--- src/rtl/multiplier_arbiter_if.sv ---
// ==========================================================================
// multiplier_arbiter_if: request, result and multiplier-side signals of the arbiter
// Revision: 1.0
// ==========================================================================
`default_nettype none

interface multiplier_arbiter_if #(
  parameter int WIDTH = 32
);
  logic               req0_valid;
  logic [WIDTH-1:0]   req0_a;
  logic [WIDTH-1:0]   req0_b;
  logic               req0_signed;
  logic               req0_ready;
  logic               req1_valid;
  logic [WIDTH-1:0]   req1_a;
  logic [WIDTH-1:0]   req1_b;
  logic               req1_signed;
  logic               req1_ready;

  logic               res0_valid;
  logic [2*WIDTH-1:0] res0_data;
  logic               res0_err;
  logic               res0_ack;
  logic               res1_valid;
  logic [2*WIDTH-1:0] res1_data;
  logic               res1_err;
  logic               res1_ack;

  logic               mul_restart;
  logic [WIDTH-1:0]   mul_a;
  logic [WIDTH-1:0]   mul_b;
  logic               mul_ready;
  logic [2*WIDTH-1:0] mul_out;
  logic               busy;

  // Requesters and the multiplier instance together form the master side.
  modport master (
    output req0_valid, req0_a, req0_b, req0_signed,
    output req1_valid, req1_a, req1_b, req1_signed,
    output res0_ack, res1_ack, mul_ready, mul_out,
    input  req0_ready, req1_ready,
    input  res0_valid, res0_data, res0_err,
    input  res1_valid, res1_data, res1_err,
    input  mul_restart, mul_a, mul_b, busy
  );

  modport slave (
    input  req0_valid, req0_a, req0_b, req0_signed,
    input  req1_valid, req1_a, req1_b, req1_signed,
    input  res0_ack, res1_ack, mul_ready, mul_out,
    output req0_ready, req1_ready,
    output res0_valid, res0_data, res0_err,
    output res1_valid, res1_data, res1_err,
    output mul_restart, mul_a, mul_b, busy
  );
endinterface

`default_nettype wire

--- src/rtl/multiplier_arbiter.sv ---
// ==========================================================================
// multiplier_arbiter: round-robin sharing of one unsigned shift-add multiplier
// Revision: 1.0
// ==========================================================================
`default_nettype none

module multiplier_arbiter #(
  parameter int WIDTH   = 32,
  parameter int TIMEOUT = 40
) (
  input  wire logic           clk,
  input  wire logic           reset,
  multiplier_arbiter_if.slave bus
);

  localparam int c_cnt_w = $clog2(TIMEOUT + 1);

  typedef enum logic [1:0] {
    S_IDLE  = 2'd0,
    S_ISSUE = 2'd1,
    S_WAIT  = 2'd2,
    S_RESP  = 2'd3
  } state_t;

  state_t             r_state;
  logic               r_rr;
  logic               r_owner;
  logic               r_neg;
  logic [WIDTH-1:0]   r_a_mag;
  logic [WIDTH-1:0]   r_b_mag;
  logic               r_restart;
  logic [c_cnt_w-1:0] r_cnt;
  logic               r_res_valid;
  logic [2*WIDTH-1:0] r_res_data;
  logic               r_res_err;

  logic               w_grant_any;
  logic               w_grant_sel;
  logic [WIDTH-1:0]   w_sel_a;
  logic [WIDTH-1:0]   w_sel_b;
  logic               w_sel_signed;
  logic               w_owner_ack;
  logic [2*WIDTH-1:0] w_product;

  function automatic logic [WIDTH-1:0] magnitude(input logic [WIDTH-1:0] v, input logic s);
    return (s && v[WIDTH-1]) ? ((~v) + {{(WIDTH-1){1'b0}}, 1'b1}) : v;
  endfunction

  // Grant is only offered in IDLE and never while reset is held.
  always_comb begin
    w_grant_any = 1'b0;
    w_grant_sel = 1'b0;
    if (reset && (r_state == S_IDLE)) begin
      if (bus.req0_valid && bus.req1_valid) begin
        w_grant_any = 1'b1;
        w_grant_sel = r_rr;
      end else if (bus.req0_valid) begin
        w_grant_any = 1'b1;
      end else if (bus.req1_valid) begin
        w_grant_any = 1'b1;
        w_grant_sel = 1'b1;
      end
    end
  end

  assign w_sel_a      = w_grant_sel ? bus.req1_a      : bus.req0_a;
  assign w_sel_b      = w_grant_sel ? bus.req1_b      : bus.req0_b;
  assign w_sel_signed = w_grant_sel ? bus.req1_signed : bus.req0_signed;
  assign w_owner_ack  = r_owner ? bus.res1_ack : bus.res0_ack;
  assign w_product    = r_neg ? ((~bus.mul_out) + {{(2*WIDTH-1){1'b0}}, 1'b1}) : bus.mul_out;

  always_ff @(posedge clk or negedge reset) begin
    if (!reset) begin
      r_state     <= S_IDLE;
      r_rr        <= 1'b0;
      r_owner     <= 1'b0;
      r_neg       <= 1'b0;
      r_a_mag     <= '0;
      r_b_mag     <= '0;
      r_restart   <= 1'b0;
      r_cnt       <= '0;
      r_res_valid <= 1'b0;
      r_res_data  <= '0;
      r_res_err   <= 1'b0;
    end else begin
      r_restart <= 1'b0;
      case (r_state)
        S_IDLE: begin
          if (w_grant_any) begin
            r_owner   <= w_grant_sel;
            r_neg     <= w_sel_signed & (w_sel_a[WIDTH-1] ^ w_sel_b[WIDTH-1]);
            r_a_mag   <= magnitude(w_sel_a, w_sel_signed);
            r_b_mag   <= magnitude(w_sel_b, w_sel_signed);
            r_rr      <= ~w_grant_sel;
            r_restart <= 1'b1;
            r_state   <= S_ISSUE;
          end
        end
        S_ISSUE: begin
          r_cnt   <= '0;
          r_state <= S_WAIT;
        end
        S_WAIT: begin
          if (bus.mul_ready) begin
            r_res_data  <= w_product;
            r_res_err   <= 1'b0;
            r_res_valid <= 1'b1;
            r_state     <= S_RESP;
          end else if (r_cnt == c_cnt_w'(TIMEOUT - 1)) begin
            r_res_data  <= '0;
            r_res_err   <= 1'b1;
            r_res_valid <= 1'b1;
            r_state     <= S_RESP;
          end else begin
            r_cnt <= r_cnt + 1'b1;
          end
        end
        S_RESP: begin
          if (w_owner_ack) begin
            r_res_valid <= 1'b0;
            r_res_data  <= '0;
            r_res_err   <= 1'b0;
            r_state     <= S_IDLE;
          end
        end
        default: r_state <= S_IDLE;
      endcase
    end
  end

  assign bus.req0_ready  = w_grant_any & ~w_grant_sel;
  assign bus.req1_ready  = w_grant_any &  w_grant_sel;
  assign bus.res0_valid  = r_res_valid & ~r_owner;
  assign bus.res1_valid  = r_res_valid &  r_owner;
  assign bus.res0_data   = bus.res0_valid ? r_res_data : '0;
  assign bus.res1_data   = bus.res1_valid ? r_res_data : '0;
  assign bus.res0_err    = bus.res0_valid & r_res_err;
  assign bus.res1_err    = bus.res1_valid & r_res_err;
  assign bus.mul_restart = r_restart;
  assign bus.mul_a       = r_a_mag;
  assign bus.mul_b       = r_b_mag;
  assign bus.busy        = (r_state != S_IDLE);

endmodule

`default_nettype wire

--- src/flat_wrapper.sv ---
// flat-port wrapper written by rule: the top's interface ports become plain ports
module multiplier_arbiter_flat 
#(
  parameter int WIDTH   = 32,
  parameter int TIMEOUT = 40
)
  (clk, reset, bus_req0_valid, bus_req0_a, bus_req0_b, bus_req0_signed, bus_req1_valid, bus_req1_a, bus_req1_b, bus_req1_signed, bus_res0_ack, bus_res1_ack, bus_mul_ready, bus_mul_out, bus_req0_ready, bus_req1_ready, bus_res0_valid, bus_res0_data, bus_res0_err, bus_res1_valid, bus_res1_data, bus_res1_err, bus_mul_restart, bus_mul_a, bus_mul_b, bus_busy);
  multiplier_arbiter_if #(.WIDTH(WIDTH)) bus_i ();
  input  wire logic clk;
  input  wire logic reset;
  input wire logic [$bits(bus_i.req0_valid)-1:0] bus_req0_valid;
  input wire logic [$bits(bus_i.req0_a)-1:0] bus_req0_a;
  input wire logic [$bits(bus_i.req0_b)-1:0] bus_req0_b;
  input wire logic [$bits(bus_i.req0_signed)-1:0] bus_req0_signed;
  input wire logic [$bits(bus_i.req1_valid)-1:0] bus_req1_valid;
  input wire logic [$bits(bus_i.req1_a)-1:0] bus_req1_a;
  input wire logic [$bits(bus_i.req1_b)-1:0] bus_req1_b;
  input wire logic [$bits(bus_i.req1_signed)-1:0] bus_req1_signed;
  input wire logic [$bits(bus_i.res0_ack)-1:0] bus_res0_ack;
  input wire logic [$bits(bus_i.res1_ack)-1:0] bus_res1_ack;
  input wire logic [$bits(bus_i.mul_ready)-1:0] bus_mul_ready;
  input wire logic [$bits(bus_i.mul_out)-1:0] bus_mul_out;
  output wire logic [$bits(bus_i.req0_ready)-1:0] bus_req0_ready;
  output wire logic [$bits(bus_i.req1_ready)-1:0] bus_req1_ready;
  output wire logic [$bits(bus_i.res0_valid)-1:0] bus_res0_valid;
  output wire logic [$bits(bus_i.res0_data)-1:0] bus_res0_data;
  output wire logic [$bits(bus_i.res0_err)-1:0] bus_res0_err;
  output wire logic [$bits(bus_i.res1_valid)-1:0] bus_res1_valid;
  output wire logic [$bits(bus_i.res1_data)-1:0] bus_res1_data;
  output wire logic [$bits(bus_i.res1_err)-1:0] bus_res1_err;
  output wire logic [$bits(bus_i.mul_restart)-1:0] bus_mul_restart;
  output wire logic [$bits(bus_i.mul_a)-1:0] bus_mul_a;
  output wire logic [$bits(bus_i.mul_b)-1:0] bus_mul_b;
  output wire logic [$bits(bus_i.busy)-1:0] bus_busy;
  assign bus_i.req0_valid = bus_req0_valid;
  assign bus_i.req0_a = bus_req0_a;
  assign bus_i.req0_b = bus_req0_b;
  assign bus_i.req0_signed = bus_req0_signed;
  assign bus_i.req1_valid = bus_req1_valid;
  assign bus_i.req1_a = bus_req1_a;
  assign bus_i.req1_b = bus_req1_b;
  assign bus_i.req1_signed = bus_req1_signed;
  assign bus_i.res0_ack = bus_res0_ack;
  assign bus_i.res1_ack = bus_res1_ack;
  assign bus_i.mul_ready = bus_mul_ready;
  assign bus_i.mul_out = bus_mul_out;
  assign bus_req0_ready = bus_i.req0_ready;
  assign bus_req1_ready = bus_i.req1_ready;
  assign bus_res0_valid = bus_i.res0_valid;
  assign bus_res0_data = bus_i.res0_data;
  assign bus_res0_err = bus_i.res0_err;
  assign bus_res1_valid = bus_i.res1_valid;
  assign bus_res1_data = bus_i.res1_data;
  assign bus_res1_err = bus_i.res1_err;
  assign bus_mul_restart = bus_i.mul_restart;
  assign bus_mul_a = bus_i.mul_a;
  assign bus_mul_b = bus_i.mul_b;
  assign bus_busy = bus_i.busy;
  multiplier_arbiter #(.WIDTH(WIDTH), .TIMEOUT(TIMEOUT)) u_core (.clk(clk), .reset(reset), .bus(bus_i));
endmodule
--- config.mk ---
export PLATFORM = sky130hd
export DESIGN_NAME = multiplier_arbiter_flat
export DESIGN_NICKNAME = d
export VERILOG_FILES = /design/src/rtl/multiplier_arbiter_if.sv /design/src/rtl/multiplier_arbiter.sv /design/src/flat_wrapper.sv
export SDC_FILE = /design/constraint.sdc
export NUM_CORES = 1
export LEC_CHECK = 0
export CAP_MARGIN = 30
export CORE_MARGIN = 5
export CORE_UTILIZATION = 41
export CTS_CLUSTER_SIZE = 14
export DETAILED_ROUTE_END_ITERATION = 16
export PLACE_DENSITY = 0.78
export SYNTH_ARGS = -nofsm -noshare
export SYNTH_HDL_FRONTEND = slang
export SYNTH_SLANG_ARGS = --single-unit
--- constraint.sdc ---
create_clock -name clk -period 3.8 [get_ports clk]
set_input_delay 0.76 -clock clk [delete_from_list [all_inputs] [get_ports clk]]
set_output_delay 0.76 -clock clk [all_outputs]
set_load 0.1 [all_outputs]
# --- Yosys cells after proc, flatten, opt, wreduce, memory -nomap -nowiden ---
# Index checks and enable logic that the tools add are counted.
totals:
  register_bits: 142
  output_inout_bits: 200
  word_cells: 85
classes:
  muxes: 36
  n_eq_ne: 9
  addsub: 4
  n_reduce_logical: 12
  bitwise_logic: 13
ops:
  columns: ["cell", "count"]
  rows:
  - ["2-to-1 mux 64 bit", 6]
  - ["2-to-1 mux 32 bit", 4]
  - ["case mux 64 bit (2 select lines)", 1]
  - ["adder 32 x 1 -> 32 bit (second input constant)", 2]
  - ["adder 64 x 1 -> 64 bit (second input constant)", 1]
  - ["inverter 32 bit", 2]
  - ["inverter 64 bit", 1]
  - ["2-to-1 mux 1 bit", 15]
  - ["2-to-1 mux 6 bit", 2]
  - ["case mux 6 bit (2 select lines)", 1]
  - ["AND reduction 3 bit", 3]
  - ["2-to-1 mux 2 bit", 4]
  - ["case mux 2 bit (4 select lines)", 1]
  - ["bitwise AND 1 bit", 7]
  - ["adder 6 x 1 -> 6 bit (second input constant)", 1]
  - ["equality test 6 bit (second input constant)", 1]
  - ["nonzero test 2 bit", 3]
  - ["equality test 2 bit (second input constant)", 2]
  - ["logical AND 1 bit", 4]
  - ["inequality test 2 x 1 -> 1 bit (second input constant)", 2]
  - ["inequality test 2 bit (second input constant)", 2]
  - ["case mux 1 bit (2 select lines)", 2]
  - ["inequality test 3 x 2 -> 1 bit (second input constant)", 1]
  - ["equality test 2 x 1 -> 1 bit (second input constant)", 1]
  - ["other kinds (4)", 5]

# --- Longest topological paths before layout ---
# Gate-level depths: netlist of the first run.
logic_depth:
  depth_word: 8
  depth_mapped: 16
  ltp_nobuf: 11

# --- Worst setup path after synthesis of the first run ---
# Ideal clock, no wire load.
synth_timing:
  path_type: "input to register"
  from: "input bus_req1_valid"
  to: "register u_core.r_a_mag[30], in the netlist u_core.bus.mul_a[30]"
  slack_ns: -0.009
  t_arrival_ns: 3.736
  n_path_buf: 4
  stages: 13
  path_cell_list: "and3_1 clkbuf_1 nand2_1 clkbuf_1 buf_2 clkbuf_1 mux2i_1 ha_1 nand4_1 nor3_1 o22ai_1 or4_1 nand3_1"
synth_via:
  elab_chain_cells: 8
  word_cells_on_any_way: 15
  cone_classes: "add/sub: 1; mux: 10; bitwise: 1; reduce/logical: 3"
synth_lines:
  columns: ["element", "line_no", "text"]
  rows:
  - ["start, declared", "flat_wrapper.sv:15", "input wire logic [$bits(bus_i.req1_valid)-1:0] bus_req1_valid;"]
  - ["2-to-1 mux 1 bit", "multiplier_arbiter.sv:59", "end else if (bus.req1_valid) begin"]
  - ["2-to-1 mux 1 bit", "multiplier_arbiter.sv:57", "end else if (bus.req0_valid) begin"]
  - ["2-to-1 mux 1 bit", "multiplier_arbiter.sv:54", "if (bus.req0_valid && bus.req1_valid) begin"]
  - ["2-to-1 mux 1 bit", "multiplier_arbiter.sv:53", "if (reset && (r_state == S_IDLE)) begin"]
  - ["2-to-1 mux 32 bit", "multiplier_arbiter.sv:66", "assign w_sel_a = w_grant_sel ? bus.req1_a : bus.req0_a;"]
  - ["inverter 32 bit", "multiplier_arbiter.sv:46", "return (s && v[WIDTH-1]) ? ((~v) + {{(WIDTH-1){1'b0}}, 1'b1}) : v;"]
  - ["adder 32 x 1 -> 32 bit", "multiplier_arbiter.sv:46", null]
  - ["2-to-1 mux 32 bit", "multiplier_arbiter.sv:46", null]
  - ["end signal, assigned", "multiplier_arbiter.sv:92", "r_a_mag <= magnitude(w_sel_a, w_sel_signed);"]
  - ["end, declared", "multiplier_arbiter.sv:29", "logic [WIDTH-1:0] r_a_mag;"]
# Several ways; a longest one is shown, not always the timed one.
# A chain may end at the register's enable or synchronous reset.

# --- Final worst setup path of the first run ---
layout_timing:
  from: "input bus_req1_valid"
  to: "output bus_req0_ready"
layout_via:
  elab_chain_cells: 6
  word_cells_on_any_way: 10
  cone_classes: "mux: 7; bitwise: 2; reduce/logical: 1"
layout_lines:
  columns: ["element", "line_no", "text"]
  rows:
  - ["2-to-1 mux 1 bit", "multiplier_arbiter.sv:59", null]
  - ["2-to-1 mux 1 bit", "multiplier_arbiter.sv:57", null]
  - ["2-to-1 mux 1 bit", "multiplier_arbiter.sv:54", null]
  - ["2-to-1 mux 1 bit", "multiplier_arbiter.sv:53", null]
  - ["inverter 1 bit", "multiplier_arbiter.sv:131", "assign bus.req0_ready = w_grant_any & ~w_grant_sel;"]
  - ["bitwise AND 1 bit (*)", "multiplier_arbiter.sv:131", null]
  - ["end, declared", "flat_wrapper.sv:23", "output wire logic [$bits(bus_i.req0_ready)-1:0] bus_req0_ready;"]
# Every way passes the cells marked *; elsewhere a longest branch is shown, timed or not.

==> results_dict.tcl, run 1 <==
set metrics [dict create \
    outcome "complete, no violations" \
    wl_um 44600 \
    whs_ps 199 \
    synth-seq-cells 142 \
    dp_hpwl_um 34100 \
    syn_nets 1548 \
    cts_setup_buffers 0 \
    synth_area_leaders "dfrtp_1 33%, xor2_1 8.1%, o21ai_0 6.4%, nand2_1 6.2%, mux2i_1 5.3%" \
    tightest_slew_ps 1040 \
    ir_worst_vdd_mv 0.695 \
    gp_congestion 0.954 \
    yosysSeqAreaShare_pct 32.8 \
    netlist_area_um2 10800 \
    period_share_pct 92.7 \
    synth.mux.area_fraction_pct 5.48 \
    hold_viol 0 \
    slew_headroom_pct 30.5 \
    finClkSkew_ps 15.1 \
    crit_arrival_ps 2760 \
    clk_pin_slew_ps 70 \
    slew_viol_final 0 \
    max_freq_mhz 284 \
    worst_r2r_path_depth 13 \
    grt_use_total_pct 28.8 \
    synth_flop_cell "dfrtp_1" \
    antenna_found_initial 3 \
    drc_errors 0 \
    fillCellCount 2199 \
    worst_slack_ps 278 \
    first_pass_iters 7 \
    synth_edf_count 0 \
    cts_buffers 17 \
    syn_area_per_cell_um2 8.09 \
    yosys.area.top_type "dfrtp_1" \
    fp.dieW_um 172 \
    worstSetupPathType "input pin to output pin" \
    worstSkewPairLatency_ps 430 \
    gr-total-overflow 0 \
    drtAntennaViolNets 0 \
    grt_pass1_wl_um 67400 \
    yosysWarnings 0 \
    dieArea_um2 29700 \
    h-tree-depth 4 \
    critical-path-max-stage-delay_ps 510 \
    core-area_um2 26100 \
    grt_max_degree 132 \
    area_growth_pct 54.2 \
    yosys.area.top_type_share_pct 32.8 \
    critPathLaunch "bus_req1_valid" \
    holdBufCountCts 0 \
    grt_pass1_vias 12100 \
    rsz0062_at_grt "false" \
    via_count 12100 \
    leakage_uw 0.00732 \
    wire_per_inst_um 21.5 \
    async_reset_ff_share_pct 100 \
    stdcell_count 2074 \
    routed_via_density 5.86 \
    clk_path_buf_depth 2 \
    cts_resized 0 \
    layout-drive-gt1-share_pct 14.5 \
    synth_xor_area_share_pct 9.55 \
    setup_violations 0 \
    rows 59 \
    hp-class "input pin to asynchronous set/reset pin" \
    final_common_cell "clkdlybuf4s50_1" \
    crit_fanout 48 \
    p_per_area_nw_per_um2 789 \
    clk_root_buffer_cell "clkbuf_16" \
    layout_min_cycle_time_ps 3520 \
    r2r_setup_slack_ps 670 \
    synth_cell_types 66 \
    cp_slowest_cell "clkdlybuf4s50_1" \
    fin_nets 1934 \
    placedCellCount 2037 \
    yosys.area_share.simple_pct 29.2 \
    dieHeight_um 172 \
    final_cell_mix "263 x clkdlybuf4s50_1, 179 x nand2_1, 140 x dfrtp_1" \
    initial_utilization_pct 41.5 \
    crit_path_cell_trace "clkdlybuf4s50_1 > and3_1 > nand2_4 > buf_12 > buf_4 > nand2_1 > inv_1 > buf_12" \
    pre_cts_slack_ps 83.9 \
    cts_sinks 142 \
    start_kind "input pin" \
    worstPathRequired_ps 3040 \
    worstSetupEndpointType "output pin" \
    synth-compound-area-share_pct 17.8 \
    tritoncts "yes" \
    rr_startpoint "u_core.r_state[0]" \
    port_buffers 400 \
    max-cap-violations 0 \
    syn_inst 1338 \
    io_pins 401 \
    first_iter_violations 997 \
    critPathMostFrequentCell "buf_12" \
    synth_top_family_by_area "simple AND/OR/NAND/NOR gates" \
    synthAdderAreaFrac_pct 1.04 \
    tns_ps 0 \
]
-- cell type report --
| cell class | instances | area [um^2] | area share, % |
|---|---|---|---|
| tap | 335 | 419 | 2.51 |
| timing repair buffer | 460 | 5190 | 31.1 |
| clock inverter | 12 | 161 | 0.967 |
| multi-input combinational | 1084 | 6850 | 41.0 |
| sequential | 142 | 3560 | 21.3 |
| inverter | 19 | 71.3 | 0.427 |
| antenna | 3 | 7.51 | 0.0450 |
| clock buffer | 19 | 433 | 2.59 |
-- kinds of logic (layout without fill, tap and decap cells) --
logic type	Yosys count	in the layout
and+or+nand+nor	595	595
other	0	3
AOI/OAI and AO/OA	303	303
DFF	142	142
buffers and inverters	112	510
xor gates and xnor gates	118	118
muxes	59	59
adders and majority gates	9	9
-- critical path, delay by kind of cell --
family                 cells  cell delay, ps
buffers and inverters      5            1460
and+or+nand+nor            3             540
-- cells in the mapped netlist (9+ instances only) --
library cell / n
nand3_1: 33
dfrtp_1: 142
clkbuf_1: 81
nand2_1: 180
or4_1: 33
xnor2_1: 18
nand4_1: 26
nand2b_1: 9
ha_1: 9
and2_1: 67
and3_1: 74
nor4_1: 28
nor3_1: 41
inv_1: 18
or3_1: 20
o211ai_1: 9
o21ai_0: 138
xor2_1: 100
o31ai_1: 39
o41ai_1: 15
a31oi_1: 13
a21oi_1: 32
mux2i_1: 57
nor2_1: 50
-- flip-flops by register name (all words and copies together), names as in the netlist --
signal,count
u_core.r_res_data,64
u_core.bus.mul_a,32
u_core.bus.mul_b,32
u_core.r_cnt,6
u_core.r_state,2
u_core.bus.mul_restart,1
u_core.r_neg,1
u_core.r_owner,1
u_core.r_res_err,1
u_core.r_res_valid,1
u_core.r_rr,1
-- final timing paths --
check / endpoint
max in group asynchronous: u_core.r_res_data[48]
min: u_core.bus.mul_b[19]
max: bus_req0_ready
max reg2reg: u_core.bus.mul_a[24]
min reg2reg: u_core.bus.mul_a[25]
min in group clk: u_core.bus.mul_a[25]
-- routing by layer --
layer / vias up / global-route usage (%) / routed length [um]
met5: - / 0 / 34
met2: 637 / 49.0 / 21700
met3: 102 / 8.78 / 4970
met4: 4 / 10.7 / 1320
met1: 5754 / 34.2 / 16600
li1: 5649 / - / -
-- stage by stage --
step | total power (uW) | instance area [um^2] | util [%]
floorplan | 8490 | 10800 | -
global placement | 11100 | 15800 | 60.8
detailed placement | 11400 | 16000 | 61.4
CTS | 13100 | 16600 | 63.7
global route | 13800 | 16700 | 64.0
finish | 13200 | 16700 | 64.0
-- report_power, final --
group          leakage (uW)  internal [uW]  switching, uW
sequential          0.00184           2140            517
combinational       0.00519           2530           6220
clock              0.000280           1040            712
No activity file was read; power rests on OpenSTA's default activity.
==> run 2, diff against run 1 <==
--- a/config.mk
+++ b/config.mk
@@ -5,7 +5,6 @@
 export SDC_FILE = /design/constraint.sdc
 export NUM_CORES = 1
 export LEC_CHECK = 0
-export CAP_MARGIN = 30
 export CORE_MARGIN = 5
 export CORE_UTILIZATION = 41
 export CTS_CLUSTER_SIZE = 14
==> results_dict.tcl, run 2 (same netlist as run 1, synthesis figures left out) <==
set metrics [dict create \
    drtAntennaViolNets 0 \
    tns_ps 0 \
    area_growth_pct 51.9 \
    critPathLaunch "bus_req1_valid" \
    clk_root_buffer_cell "clkbuf_16" \
    top_register "u_core.r_res_data" \
    cts_resized 0 \
    antenna_found_initial 2 \
    worstPathRequired_ps 3040 \
    cts_sinks 142 \
    outcome "complete, no violations" \
    rows 59 \
    gr-total-overflow 0 \
    worstSetupEndpointType "output pin" \
    dieHeight_um 172 \
    initial_utilization_pct 41.5 \
    holdBufCountCts 0 \
    fillCellCount 2206 \
    core-area_um2 26100 \
    port_buffers 400 \
    fin_nets 1925 \
    layout_min_cycle_time_ps 3550 \
    drc_errors 0 \
    dieArea_um2 29700 \
    io_pins 401 \
    crit_fanout 48 \
    dp_hpwl_um 34000 \
    ir_worst_vdd_mv 0.773 \
    wire_per_inst_um 21.6 \
    start_kind "input pin" \
    final_common_cell "clkdlybuf4s50_1" \
    h-tree-depth 4 \
    p_int_uw 5410 \
    period_share_pct 93.4 \
    hold_viol 0 \
    placed_area_um2 15800 \
    fin_area_um2 16400 \
    layout-drive-gt1-share_pct 14.1 \
    clk_pin_slew_ps 70 \
    crit_arrival_ps 2790 \
    clkPwrFrac_pct 13.1 \
    final_cell_mix "263 x clkdlybuf4s50_1, 179 x nand2_1, 140 x dfrtp_1" \
    leakage_uw 0.00721 \
    netSwitchingFraction_pct 57.8 \
    first_iter_violations 1066 \
    first_pass_iters 7 \
    fp.dieW_um 172 \
    rsz0062_at_grt "false" \
    worstSetupPathType "input pin to output pin" \
    hp-class "input pin to asynchronous set/reset pin" \
    largest_reg_flops 64 \
    setup_violations 0 \
    wl_um 44600 \
    grt_max_degree 132 \
    tritoncts "yes" \
    max_freq_mhz 282 \
    p_switching_uw 7420 \
    cts_buffers 17 \
    seqPwrFrac_pct 21.1 \
    slew_headroom_pct 24.6 \
    via_count 12100 \
    max-cap-violations 0 \
    cts_setup_buffers 0 \
    rr_startpoint "u_core.r_state[0]" \
    p_per_area_nw_per_um2 781 \
    p_comb_share_pct 65.7 \
    clk_path_buf_depth 2 \
    routed_via_density 5.87 \
    grt_use_total_pct 28.9 \
    tightest_slew_ps 1130 \
    grt_pass1_wl_um 67800 \
    grt_pass1_vias 12100 \
    worstSkewPairLatency_ps 430 \
    gp_congestion 0.954 \
    finClkSkew_ps 15.2 \
    slew_viol_final 0 \
]
==> run 2: worst paths after layout <==
check | to | slack (ps) | cells past startpoint
min reg2reg | u_core.bus.mul_a[28] | 480 | 2
max reg2reg | u_core.bus.mul_b[29] | 630 | 10
min in group clk | u_core.bus.mul_a[28] | 480 | 2
max | bus_req0_ready | 250 | 8
min | u_core.bus.mul_a[4] | 190 | 1
max in group asynchronous | u_core.r_res_data[39] | 1740 | 3
==> run 2: cell type report <==
type                    instances  area (um^2)  share of cell area, %
diodes                          2         5.00                 0.0305
clock buffers                  20          457                   2.78
clock inverters                12          125                  0.761
inverters                      19         71.3                  0.434
multi-input cells            1084         6850                   41.7
flip-flops and latches        142         3560                   21.6
well taps                     335          419                   2.55
repair buffers                451         4950                   30.1
==> run 2: stage by stage <==
stage / utilization [%] / worst slack, ps / hold WS [ps] / instances / power, uW
after detailed placement: 60.8 / 143 / 471 / 2031 / 11200
after global placement: 60.8 / 187 / 463 / 2031 / 11100
after floorplan: - / 104 / 455 / 1338 / 8490
after CTS: 63.0 / 275 / 183 / 2063 / 12900
final: 63.1 / 250 / 192 / 2065 / 12800
after global routing: 63.0 / 189 / 204 / 2064 / 13400
==> run 2: metal layers <==
metal  GRT usage [%]  wire length (um)  up-vias
met4            10.8              1380        2
met2            48.8             21600      636
met3            8.07              4970       95
met1            35.0             16700     5744
met5               0                13        -
li1                -                 -     5638
==> run 2: power by group through the flow <==
stage               combinational (uW)  clock [uW]  sequential, uW
floorplan                         3790           0            4700
global placement                  8380           0            2710
detailed placement                8460           0            2720
CTS                               8480        1720            2710
global route                      8840        1770            2800
finish                            8440        1690            2710
==> run 2: worst max-delay path, cell delays in order <==
cell,delay [ps]
clkdlybuf4s50_1,520
and3_1,270
nand2_4,130
buf_12,270
buf_4,370
nand2_1,150
inv_1,120
buf_12,180
